===== config.mk =====
export PLATFORM = sky130hd
export DESIGN_NAME = fifo_read_arbiter
export DESIGN_NICKNAME = d
export VERILOG_FILES = /design/src/rtl/fifo_read_arbiter.sv
export SDC_FILE = /design/constraint.sdc
export NUM_CORES = 1
export LEC_CHECK = 0
export CAP_MARGIN = 20
export CORE_AREA = 2 2 54 56
export DETAILED_ROUTE_END_ITERATION = 10
export DIE_AREA = 0 0 56 58
export PLACE_DENSITY = 0.76
export SLEW_MARGIN = 0
export SYNTH_ARGS = -nofsm -noshare
export SYNTH_HDL_FRONTEND = slang
export SYNTH_SLANG_ARGS = --single-unit

===== constraint.sdc =====
create_clock -name rclk -period 1.9 [get_ports rclk]
set_input_delay 0.475 -clock rclk [delete_from_list [all_inputs] [get_ports rclk]]
set_output_delay 0.475 -clock rclk [all_outputs]
set_load 0.005 [all_outputs]

===== src/rtl/fifo_read_arbiter.sv =====
// Round-robin burst scheduler sharing one FIFO read port among NREQ consumers; returned words
// appear RD_LAT+1 cycles after their rinc, tagged with the owner. An empty FIFO stalls the grant.
module fifo_read_arbiter #(
  parameter int NREQ   = 4,
  parameter int DWIDTH = 8,
  parameter int BURST  = 4,
  parameter int RD_LAT = 1,
  parameter int IDW    = $clog2(NREQ)
) (
  input  logic              rclk,
  input  logic              rrst,
  input  logic [NREQ-1:0]   req_i,
  input  logic              fifo_empty_i,
  input  logic [DWIDTH-1:0] fifo_rdata_i,
  output logic              fifo_rinc_o,
  output logic [NREQ-1:0]   gnt_o,
  output logic              out_valid_o,
  output logic [DWIDTH-1:0] out_data_o,
  output logic [IDW-1:0]    out_id_o,
  output logic              busy_o
);

  localparam int CW = $clog2(BURST + 1);

  typedef enum logic {ST_IDLE, ST_BURST} state_t;

  state_t            state;
  logic [IDW-1:0]    owner;
  logic [IDW-1:0]    last_owner;
  logic [IDW-1:0]    cand;
  logic [IDW-1:0]    nxt_owner;
  logic              found;
  logic [CW-1:0]     cnt;
  logic              issue;
  logic [RD_LAT-1:0] vld_sr;
  logic [IDW-1:0]    id_sr [RD_LAT];

  // Search starts just past the previous owner and wraps, so the lowest offset wins.
  always_comb begin
    cand      = last_owner;
    nxt_owner = last_owner;
    found     = 1'b0;
    for (int i = 0; i < NREQ; i++) begin
      cand = (cand == IDW'(NREQ - 1)) ? '0 : cand + IDW'(1);
      if (req_i[cand] && !found) begin
        nxt_owner = cand;
        found     = 1'b1;
      end
    end
  end

  assign issue       = ~rrst & (state == ST_BURST) & req_i[owner] & ~fifo_empty_i;
  assign fifo_rinc_o = issue;
  assign gnt_o       = (~rrst && state == ST_BURST) ? (NREQ'(1) << owner) : '0;
  assign busy_o      = ~rrst & ((state == ST_BURST) | (|vld_sr) | out_valid_o);

  always_ff @(posedge rclk) begin
    if (rrst) begin
      state      <= ST_IDLE;
      owner      <= '0;
      cnt        <= '0;
      last_owner <= IDW'(NREQ - 1);
    end else begin
      case (state)
        ST_IDLE: begin
          if (found) begin
            owner <= nxt_owner;
            cnt   <= '0;
            state <= ST_BURST;
          end
        end
        ST_BURST: begin
          if (issue)
            cnt <= cnt + CW'(1);
          if (!req_i[owner] || (issue && cnt == CW'(BURST - 1))) begin
            state      <= ST_IDLE;
            last_owner <= owner;
          end
        end
        default: state <= ST_IDLE;
      endcase
    end
  end

  // Return path: tags ride alongside the read latency; reset drops anything in flight.
  always_ff @(posedge rclk) begin
    if (rrst) begin
      vld_sr      <= '0;
      out_valid_o <= 1'b0;
      out_data_o  <= '0;
      out_id_o    <= '0;
      for (int i = 0; i < RD_LAT; i++)
        id_sr[i] <= '0;
    end else begin
      vld_sr[0] <= issue;
      id_sr[0]  <= owner;
      for (int i = 1; i < RD_LAT; i++) begin
        vld_sr[i] <= vld_sr[i-1];
        id_sr[i]  <= id_sr[i-1];
      end
      out_valid_o <= vld_sr[RD_LAT-1];
      if (vld_sr[RD_LAT-1]) begin
        out_data_o <= fifo_rdata_i;
        out_id_o   <= id_sr[RD_LAT-1];
      end
    end
  end

endmodule


After elaboration in Yosys (flattened, before gate mapping). Memories as Yosys holds them, arrays and structs flattened. A register that Yosys moved wholly into a read port is not among the register bits. Index checks and enable logic that the tools add are counted.

Bits in registers: 18. Bits in writable memories: 2. Input bits: 15. Output and inout bits: 17. Logic and storage cells: 83. Memories: 1.

Add/sub/neg operators: 5. $lt $le $gt $ge: 5. Equal/unequal tests: 7. Shift-type cells: 1. Mux-type cells: 34. Bitwise gates (word level): 9. Reduce and logical (&&, ||, !) cells: 14.

Memories: id_sr (depth 1, width 2, read ports 1, clocked after memory_dff 1, wr ports 1, RTL line 36) `logic [IDW-1:0] id_sr [RD_LAT];`.

Operators by type and width (number): two-way mux 2 bit (9); < comparator 2 x 3 -> 1 bit, second input constant (5); two-way mux 1 bit (15); binary-select mux 1 bit (select 2 bit) (5); adder 2 x 1 -> 2 bit, second input constant (4); == test 2 bit, second input constant (4); two-way mux 3 bit (2); one-hot mux 3 bit (2 select lines) (1); AND reduction 2 bit (3); logical AND 1 bit (5); bitwise AND 1 bit (4); zero test 1 bit (4); two-way mux 4 bit (1); << shifter 1 x 2 -> 4 bit, first input constant (1); adder 3 x 1 -> 3 bit, second input constant (1); == test 3 x 2 -> 1 bit, second input constant (1); inverter 1 bit (3); != test 2 x 1 -> 1 bit, second input constant (1); != test 2 bit, second input constant (1); bitwise OR 1 bit (2); one-hot mux 1 bit (2 select lines) (1); OR reduction 2 bit (1); logical OR 1 bit (1).

Depth between registers and ports, before layout. Gate-level depths: netlist of the first run.

Word-level depth: 16. Gate-level depth with buffers: 7.

Worst setup path after synthesis of the first run. No wires, ideal clock.

Path type: in2out. Start: in req_i[3]. End: out fifo_rinc_o. Data arrival time: 1.249 ns. Required time: 1.425 ns. Slack: 0.176 ns. Cell stages on the path: 3. Buffers on the path: 0. Cells stage by stage: mux4_2 -> nand3b_1 -> inv_1.

Longest elaborated chain between the ends: 4.

Ends and longest elaborated chain: start, declared (RTL line 12) `input logic [NREQ-1:0] req_i,`; binary-select mux 1 bit (select 2 bit) (RTL line 52) `assign issue = ~rrst & (state == ST_BURST) & req_i[owner] & ~fifo_empty_i;`; two-way mux 1 bit (implied by the code) (RTL line 52); bitwise AND 1 bit (2 in a row) (RTL line 52); end, declared (RTL line 15) `output logic fifo_rinc_o,`.

No other way between the ends. The select of a mux whose other input is x is not followed.

Worst setup path after layout of the first run.
Start: reg owner[1]. End: out fifo_rinc_o.

Longest elaborated chain between the ends: 4.

Ends and longest elaborated chain: start, declared (RTL line 28) `logic [IDW-1:0] owner;`; start signal, assigned (RTL line 67) `owner <= nxt_owner;`; binary-select mux 1 bit (select 2 bit) (RTL line 52); two-way mux 1 bit (implied by the code) (RTL line 52); bitwise AND 1 bit (2 in a row) (RTL line 52).

No other way between the ends. The select of a mux whose other input is x is not followed.

==> results of run 1 <==
repair_timing:
item | 4_1_cts | 5_1_grt
pin swaps | 1 | 1
setup buffers | 6 | 1
endpoints found under the setup margin | 6 | 2
resized for setup | 26 | 2
cloned | 0 | 0
metal layers:
layer	track usage [%]	vias to the layer above	wire length, um
li1	-	591	-
met1	23.4	553	1280
met2	35.5	35	1490
met3	2.46	7	136
met4	9.86	0	66
met5	0	-	0
worst max-delay path, delay by kind of cell, from the launching register on:
kind | cells | cell delay [ns]
multiplexers | 1 | 0.51
flip-flops | 1 | 0.37
buffers and inverters | 2 | 0.18
AND/OR/NAND/NOR | 1 | 0.12
where the power goes:
| group | leakage [nW] | internal, mW | total [mW] | switching [mW] |
|---|---|---|---|---|
| registers | 0.180 | 0.486 | 0.498 | 0.0126 |
| clock network | 0.0210 | 0.117 | 0.257 | 0.140 |
| logic | 0.503 | 0.196 | 0.372 | 0.177 |
| total | 0.703 | 0.798 | 1.13 | 0.329 |
layout by cell type, fill, tap and decap left out, types with 2 or more instances in the layout:
master,synthesis,routed
sky130_fd_sc_hd__a211o_1,2,2
sky130_fd_sc_hd__a21oi_1,6,6
sky130_fd_sc_hd__a32oi_1,3,3
sky130_fd_sc_hd__buf_4,1,23
sky130_fd_sc_hd__clkbuf_4,0,3
sky130_fd_sc_hd__clkdlybuf4s15_1,0,3
sky130_fd_sc_hd__clkdlybuf4s50_1,0,20
sky130_fd_sc_hd__dfxtp_1,22,20
sky130_fd_sc_hd__dlygate4sd2_1,0,5
sky130_fd_sc_hd__ha_1,3,3
sky130_fd_sc_hd__inv_1,3,3
sky130_fd_sc_hd__mux2i_1,12,12
sky130_fd_sc_hd__nand2_1,5,5
sky130_fd_sc_hd__nand2b_1,6,5
sky130_fd_sc_hd__nand3_1,2,2
sky130_fd_sc_hd__nand3b_1,3,3
sky130_fd_sc_hd__nor2_1,22,22
sky130_fd_sc_hd__nor2b_1,10,9
sky130_fd_sc_hd__nor3_1,6,6
sky130_fd_sc_hd__o211ai_1,2,2
sky130_fd_sc_hd__o21a_1,2,2
sky130_fd_sc_hd__o21ai_0,4,4
logic make-up after synthesis:
logic type / after synthesis
AND/OR/NAND/NOR: 60
AO/OA/AOI/OAI: 26
flip-flops: 22
buffers and inverters: 16
multiplexers: 13
adder cells (fa/ha/maj): 3
XOR/XNOR: 2
state kept, by name (all words and copies together), names as in the netlist:
signal / cells
vld_sr: 1
last_owner: 2
out_valid_o: 1
out_id_o: 2
owner: 2
id_sr: 2
cnt: 3
out_data_o: 8
state: 1
layout make-up:
class | instances | area [um^2]
Clock buffer | 4 | 36.3
Tap cell | 31 | 38.8
Inverter | 4 | 15.0
Fill cell | 222 | 935
Sequential cell | 22 | 445
Multi-Input combinational cell | 104 | 713
Timing Repair Buffer | 55 | 479
stage by stage:
stage | instance area [um^2] | worst slack (ns)
after global placement | 1630 | -0.579
final | 1730 | -0.0592
after global routing | 1730 | -0.136
after CTS | 1720 | -0.0711
after floorplan | 1210 | 0.176
after detailed placement | 1630 | -0.600
path summary, 6_finish.rpt:
path                                   from             to  depth (start not counted)
worst min register to register  id_sr[0][1]    out_id_o[1]                          2
worst min-delay path            id_sr[0][1]    out_id_o[1]                          2
worst max register to register     owner[1]  last_owner[1]                          7
worst max-delay path               owner[1]    fifo_rinc_o                          4
==> reports/qor.log, run 1 <==
INFO  grt            grt_first_pass_wirelength=5.14mm
INFO  sta            maxSlewHeadroom=79.9%
INFO  synthesis      synthFlopType=sky130_fd_sc_hd__dfxtp_1
INFO  synthesis      netlist_top_cells_count=22 x sky130_fd_sc_hd__dfxtp_1, 22 x sky130_fd_sc_hd__nor2_1, 12 x sky130_fd_sc_hd__mux2i_1, 10 x sky130_fd_sc_hd__nor2b_1
INFO  synthesis      synth_top_cell_by_area=sky130_fd_sc_hd__dfxtp_1
INFO  drt            detail_route.first_pass.iterations=4
INFO  sta            timing_hold_violations_final=0
INFO  clock_network  postCtsHoldBufs=0
INFO  grt            globalRouteOverflowTotal=0
INFO  synthesis      postSynth.asyncResetShare=0%
INFO  die            design.die.area=0.00325mm^2
INFO  clock_network  clockRootBuffer=sky130_fd_sc_hd__clkbuf_4
INFO  setup_path     crit_type=register to primary output
INFO  outcome        run_status=finished with violations
INFO  sta            fin_skew=0.00984ns
INFO  finish         instances_no_fill=220
INFO  clock_network  numClockSinks=22
INFO  sta            whs=0.490ns
INFO  sta            fin_setup_tns=-0.0592ns
INFO  setup_path     worstPathCellList=mux4_2, nand3b_1, inv_1, buf_2
INFO  hold_path      hold_path_class=register to register
INFO  synthesis      synth_compound_gate_area_share=16.0%
INFO  synthesis      cell_count_after_synthesis=142
INFO  pwr            power_per_cell_area=652mW/mm^2
INFO  finish         share_of_post_route_cells_with_drive_strength_above_1=21.7%
INFO  setup_path     critPathArrivalTime=1.48ns
INFO  setup_path     regToRegSetupSlack=0.06ns
INFO  drt            drt.antenna.violating_nets=0
INFO  sta            timing_worst_slew_pin_value=0.301ns
INFO  die            std_cell_rows=19
INFO  sta            grt_setup_unrepaired=yes
INFO  sta            slew_viol_final=0
INFO  pwr            design_power_total=1.13mW
INFO  pwr            vdd_ir_drop_max=0.471mV
INFO  sta            finalWorstSetupSlack=-0.0592ns
INFO  setup_path     cpMaxStageDelayCell=sky130_fd_sc_hd__mux4_2
INFO  finish         total_nets_final=208
INFO  drt            dr_total_vias=1186
INFO  setup_path     timing.critical_path.to_type=primary output
INFO  run            cap_violations=0
INFO  finish         n_antenna_cell=0
INFO  finish         area_added_between_synthesis_and_finish=42.2%
INFO  clock_network  cts_made_buffers=3
INFO  placed_design  globalplace.congestion=0.836
INFO  clock_network  insertion_delay=0.31ns
INFO  sta            min_period_over_period=103%
INFO  sta            post-route-min-period=1.96ns
INFO  setup_path     max_stage_delay=0.51ns
INFO  synthesis      synth_enable_flop_cells=0
INFO  synthesis      synthesis.area_per_instance=8.56um^2
INFO  placed_design  portBuffers=31
INFO  synthesis      synthesized_area_fraction_occupied_by_xor_and_xnor_cells=1.44%
INFO  synthesis      synth-simple-area-share=25.2%
INFO  drt            wl_per_cell=13.5um
INFO  synthesis      synth_unique_cells=39
INFO  sta            achievable-frequency=510MHz
INFO  finish         final_core_util=64.9%
INFO  grt            first_global_vias=1126
INFO  drt            wl=2.98mm
INFO  die            dieWidth=56um
INFO  synthesis      synth_top_area_share=36.3%
INFO  placed_design  place.detailed.instances=209
INFO  drt            remaining_drc_errors=0
INFO  drt            viasPerCell=5.39
INFO  die            die_h=58um
INFO  synthesis      synth.area.top_cells=sky130_fd_sc_hd__dfxtp_1 36%, sky130_fd_sc_hd__mux2i_1 9.9%, sky130_fd_sc_hd__nor2_1 6.8%
INFO  synthesis      combinational_family_with_the_most_area_after_synthesis=simple AND/OR/NAND/NOR gates
INFO  grt            pin_count_of_the_biggest_net_entering_global_routing=16
INFO  setup_path     worstSetupStartpointType=register
INFO  grt            grt_antenna_before_repair=0
INFO  die            num_io_pins=32
INFO  clock_network  tritoncts=built
INFO  clock_network  largest_buffer_count_on_any_clock_path=2
INFO  pwr            total_leakage_power=0.703nW
INFO  placed_design  dpl.hpwl=2.14mm
INFO  synthesis      synth_mux_area_share=11.7%
INFO  outcome        violations_in_the_final_reports=setup timing
INFO  synthesis      flop_and_latch_count_out_of_synthesis=22
INFO  setup_path     worstPathRequired=1.42ns
INFO  synthesis      synthAdderAreaFrac=3.09%
INFO  grt            track_usage=19.8%
INFO  synthesis      ys_seq_area_share=36.3%
INFO  synthesis      yosys_warnings=0
INFO  synthesis      netlist_area=0.00121mm^2
INFO  die            initial_core_util=45.6%
INFO  setup_path     path_max_fanout=2
INFO  clock_network  cts.reportedPaths.clkPinSlew=0.12ns
INFO  clock_network  cts-htree-levels=1
INFO  die            core_region_area=0.00266mm^2
INFO  sta            setup_viol_count_final=1
INFO  drt            detailedRoute.firstIterationViolations=32
INFO  synthesis      mappedNetlistNets=160
Note: power is estimated with default switching activity, not from simulation.
==> run 2: changes to the inputs <==
CTS_BUF_LIST = sky130_fd_sc_hd__clkbuf_8 sky130_fd_sc_hd__clkbuf_16   (was not set)
==> reports/qor.log, run 2 (synthesized netlist as in run 1, its figures left out) <==
INFO  outcome        run_status=finished with violations
INFO  outcome        violations_in_the_final_reports=setup timing
INFO  sta            whs=0.481ns
INFO  finish         number_of_flip_flops_in_the_largest_register=8
INFO  placed_design  place.detailed.instances=209
INFO  clock_network  insertion_delay=0.26ns
INFO  grt            pin_count_of_the_biggest_net_entering_global_routing=16
INFO  grt            first_global_vias=1125
INFO  sta            min_period_over_period=101%
INFO  drt            viasPerCell=5.35
INFO  finish         most_used_cells_in_the_layout_excluding_fill_and_tap_cells=22 x sky130_fd_sc_hd__nor2_1, 21 x sky130_fd_sc_hd__buf_4, 20 x sky130_fd_sc_hd__dfxtp_1, 20 x sky130_fd_sc_hd__clkdlybuf4s50_1, 12 x sky130_fd_sc_hd__mux2i_1
INFO  placed_design  dpl.hpwl=2.14mm
INFO  drt            detailedRoute.firstIterationViolations=20
INFO  finish         share_of_post_route_cells_with_drive_strength_above_1=21.9%
INFO  drt            detail_route.first_pass.iterations=4
INFO  finish         final_core_util=65.0%
INFO  drt            remaining_drc_errors=0
INFO  grt            grt_first_pass_wirelength=5.15mm
INFO  drt            wl_per_cell=14.0um
INFO  finish         final_design_area_no_fill=0.00173mm^2
INFO  pwr            design_power_total=1.20mW
INFO  clock_network  cts-htree-levels=1
INFO  finish         area_added_between_synthesis_and_finish=42.4%
INFO  finish         layout_commonest_cell=sky130_fd_sc_hd__nor2_1
INFO  die            design.die.area=0.00325mm^2
INFO  sta            slew_viol_final=0
INFO  finish         registers_with_the_most_flip_flops=out_data_o: 8 flops, cnt: 3 flops
INFO  die            dieWidth=56um
INFO  finish         n_antenna_cell=0
INFO  finish         total_nets_final=206
INFO  die            std_cell_rows=19
INFO  drt            drt.antenna.violating_nets=0
INFO  grt            grt_antenna_before_repair=0
INFO  clock_network  numClockSinks=22
INFO  clock_network  largest_buffer_count_on_any_clock_path=2
INFO  drt            routed-wl-met3=132um
INFO  drt            wl_met1=1.33mm
INFO  finish         instances_no_fill=218
INFO  placed_design  globalplace.congestion=0.836
INFO  clock_network  cts_made_buffers=3
INFO  finish         max_flop_register=out_data_o
INFO  sta            finalWorstSetupSlack=-0.0118ns
INFO  grt            track_usage=20.0%
INFO  setup_path     crit_type=primary input to primary output
INFO  clock_network  clockRootBuffer=sky130_fd_sc_hd__clkbuf_8
INFO  setup_path     critPathArrivalTime=1.44ns
INFO  hold_path      hold_path_class=register to register
INFO  sta            timing_worst_slew_pin_value=0.312ns
INFO  setup_path     worstSetupStartpointType=primary input
INFO  run            cap_violations=0
INFO  placed_design  portBuffers=31
INFO  sta            post-route-min-period=1.91ns
INFO  clock_network  postCtsHoldBufs=0
INFO  setup_path     timing.critical_path.to_type=primary output
INFO  sta            grt_setup_unrepaired=yes
INFO  drt            route.met2.wl=1.54mm
INFO  sta            timing_hold_violations_final=0
INFO  sta            setup_viol_count_final=1
INFO  pwr            power_per_cell_area=691mW/mm^2
INFO  die            num_io_pins=32
INFO  clock_network  cts.reportedPaths.clkPinSlew=0.08ns
INFO  grt            globalRouteOverflowTotal=0
INFO  clock_network  tritoncts=built
INFO  placed_design  postPlaceCellArea=0.00163mm^2
INFO  pwr            vdd_ir_drop_max=0.560mV
INFO  setup_path     path_max_fanout=4
INFO  die            core_region_area=0.00266mm^2
INFO  sta            maxSlewHeadroom=79.1%
INFO  drt            dr_total_vias=1166
INFO  die            initial_core_util=45.6%
INFO  sta            achievable-frequency=523MHz
INFO  setup_path     worstPathRequired=1.42ns
INFO  sta            fin_skew=0.00100ns
INFO  drt            wl=3.05mm
INFO  die            die_h=58um
INFO  pwr            total_leakage_power=0.706nW
INFO  drt            highest-signal-layer=met4
[run 2: power by group]
part / switching (mW) / leakage (nW) / internal (mW) / total, mW
sequential: 0.0157 / 0.179 / 0.486 / 0.501
combinational: 0.173 / 0.498 / 0.191 / 0.364
clock: 0.146 / 0.0288 / 0.185 / 0.330
total: 0.335 / 0.706 / 0.861 / 1.20
[run 2: layout make-up]
class | count | area [um^2]
tap | 31 | 38.8
inverter | 4 | 15.0
clock buffer | 4 | 55.1
sequential | 22 | 443
timing repair buffer | 53 | 460
fill | 226 | 932
multi-input combinational | 104 | 718
[run 2: path summary, 6_finish.rpt]
kind                from             to  slack, ns  cells after the start
max reg2reg     owner[1]  last_owner[1]       0.08                      7
max                 rrst    fifo_rinc_o      -0.01                      8
min reg2reg  id_sr[0][1]    out_id_o[1]       0.48                      2
min          id_sr[0][1]    out_id_o[1]       0.48                      2
[run 2: critical path, cell delays in order]
cell and delay [ns]:
sky130_fd_sc_hd__clkdlybuf4s15_2 0.23, sky130_fd_sc_hd__nor2b_4 0.15, sky130_fd_sc_hd__buf_4 0.12, sky130_fd_sc_hd__buf_4 0.09, sky130_fd_sc_hd__buf_4 0.09, sky130_fd_sc_hd__nand3b_1 0.09
sky130_fd_sc_hd__inv_1 0.08, sky130_fd_sc_hd__buf_2 0.11
[run 2: timing repair]
action                     CTS  global route
buffers inserted             4             1
resized for setup           31             1
setup endpoints to repair    7             1
pin swaps                    1             1
[run 2: per-stage QoR]
stage          setup TNS, ns  worst slack, ns
2_1_floorplan              0            0.176
3_3_place_gp           -3.53           -0.579
3_5_place_dp           -3.79           -0.600
4_1_cts              -0.0135          -0.0135
5_1_grt              -0.0814          -0.0662
6_report             -0.0118          -0.0118
[run 2: layer usage]
| layer | global-route usage [%] | vias up |
|---|---|---|
| met2 | 36.0 | 32 |
| met3 | 2.90 | 4 |
| met1 | 23.2 | 546 |
| met5 | 0 | - |
| li1 | - | 584 |
| met4 | 9.86 | 0 |
==> run 3: changes to the inputs <==
CAP_MARGIN = 25   (was 20)
==> results of run 3 <==
No change in the layout: final DEF, timing and power equal those of run 2.
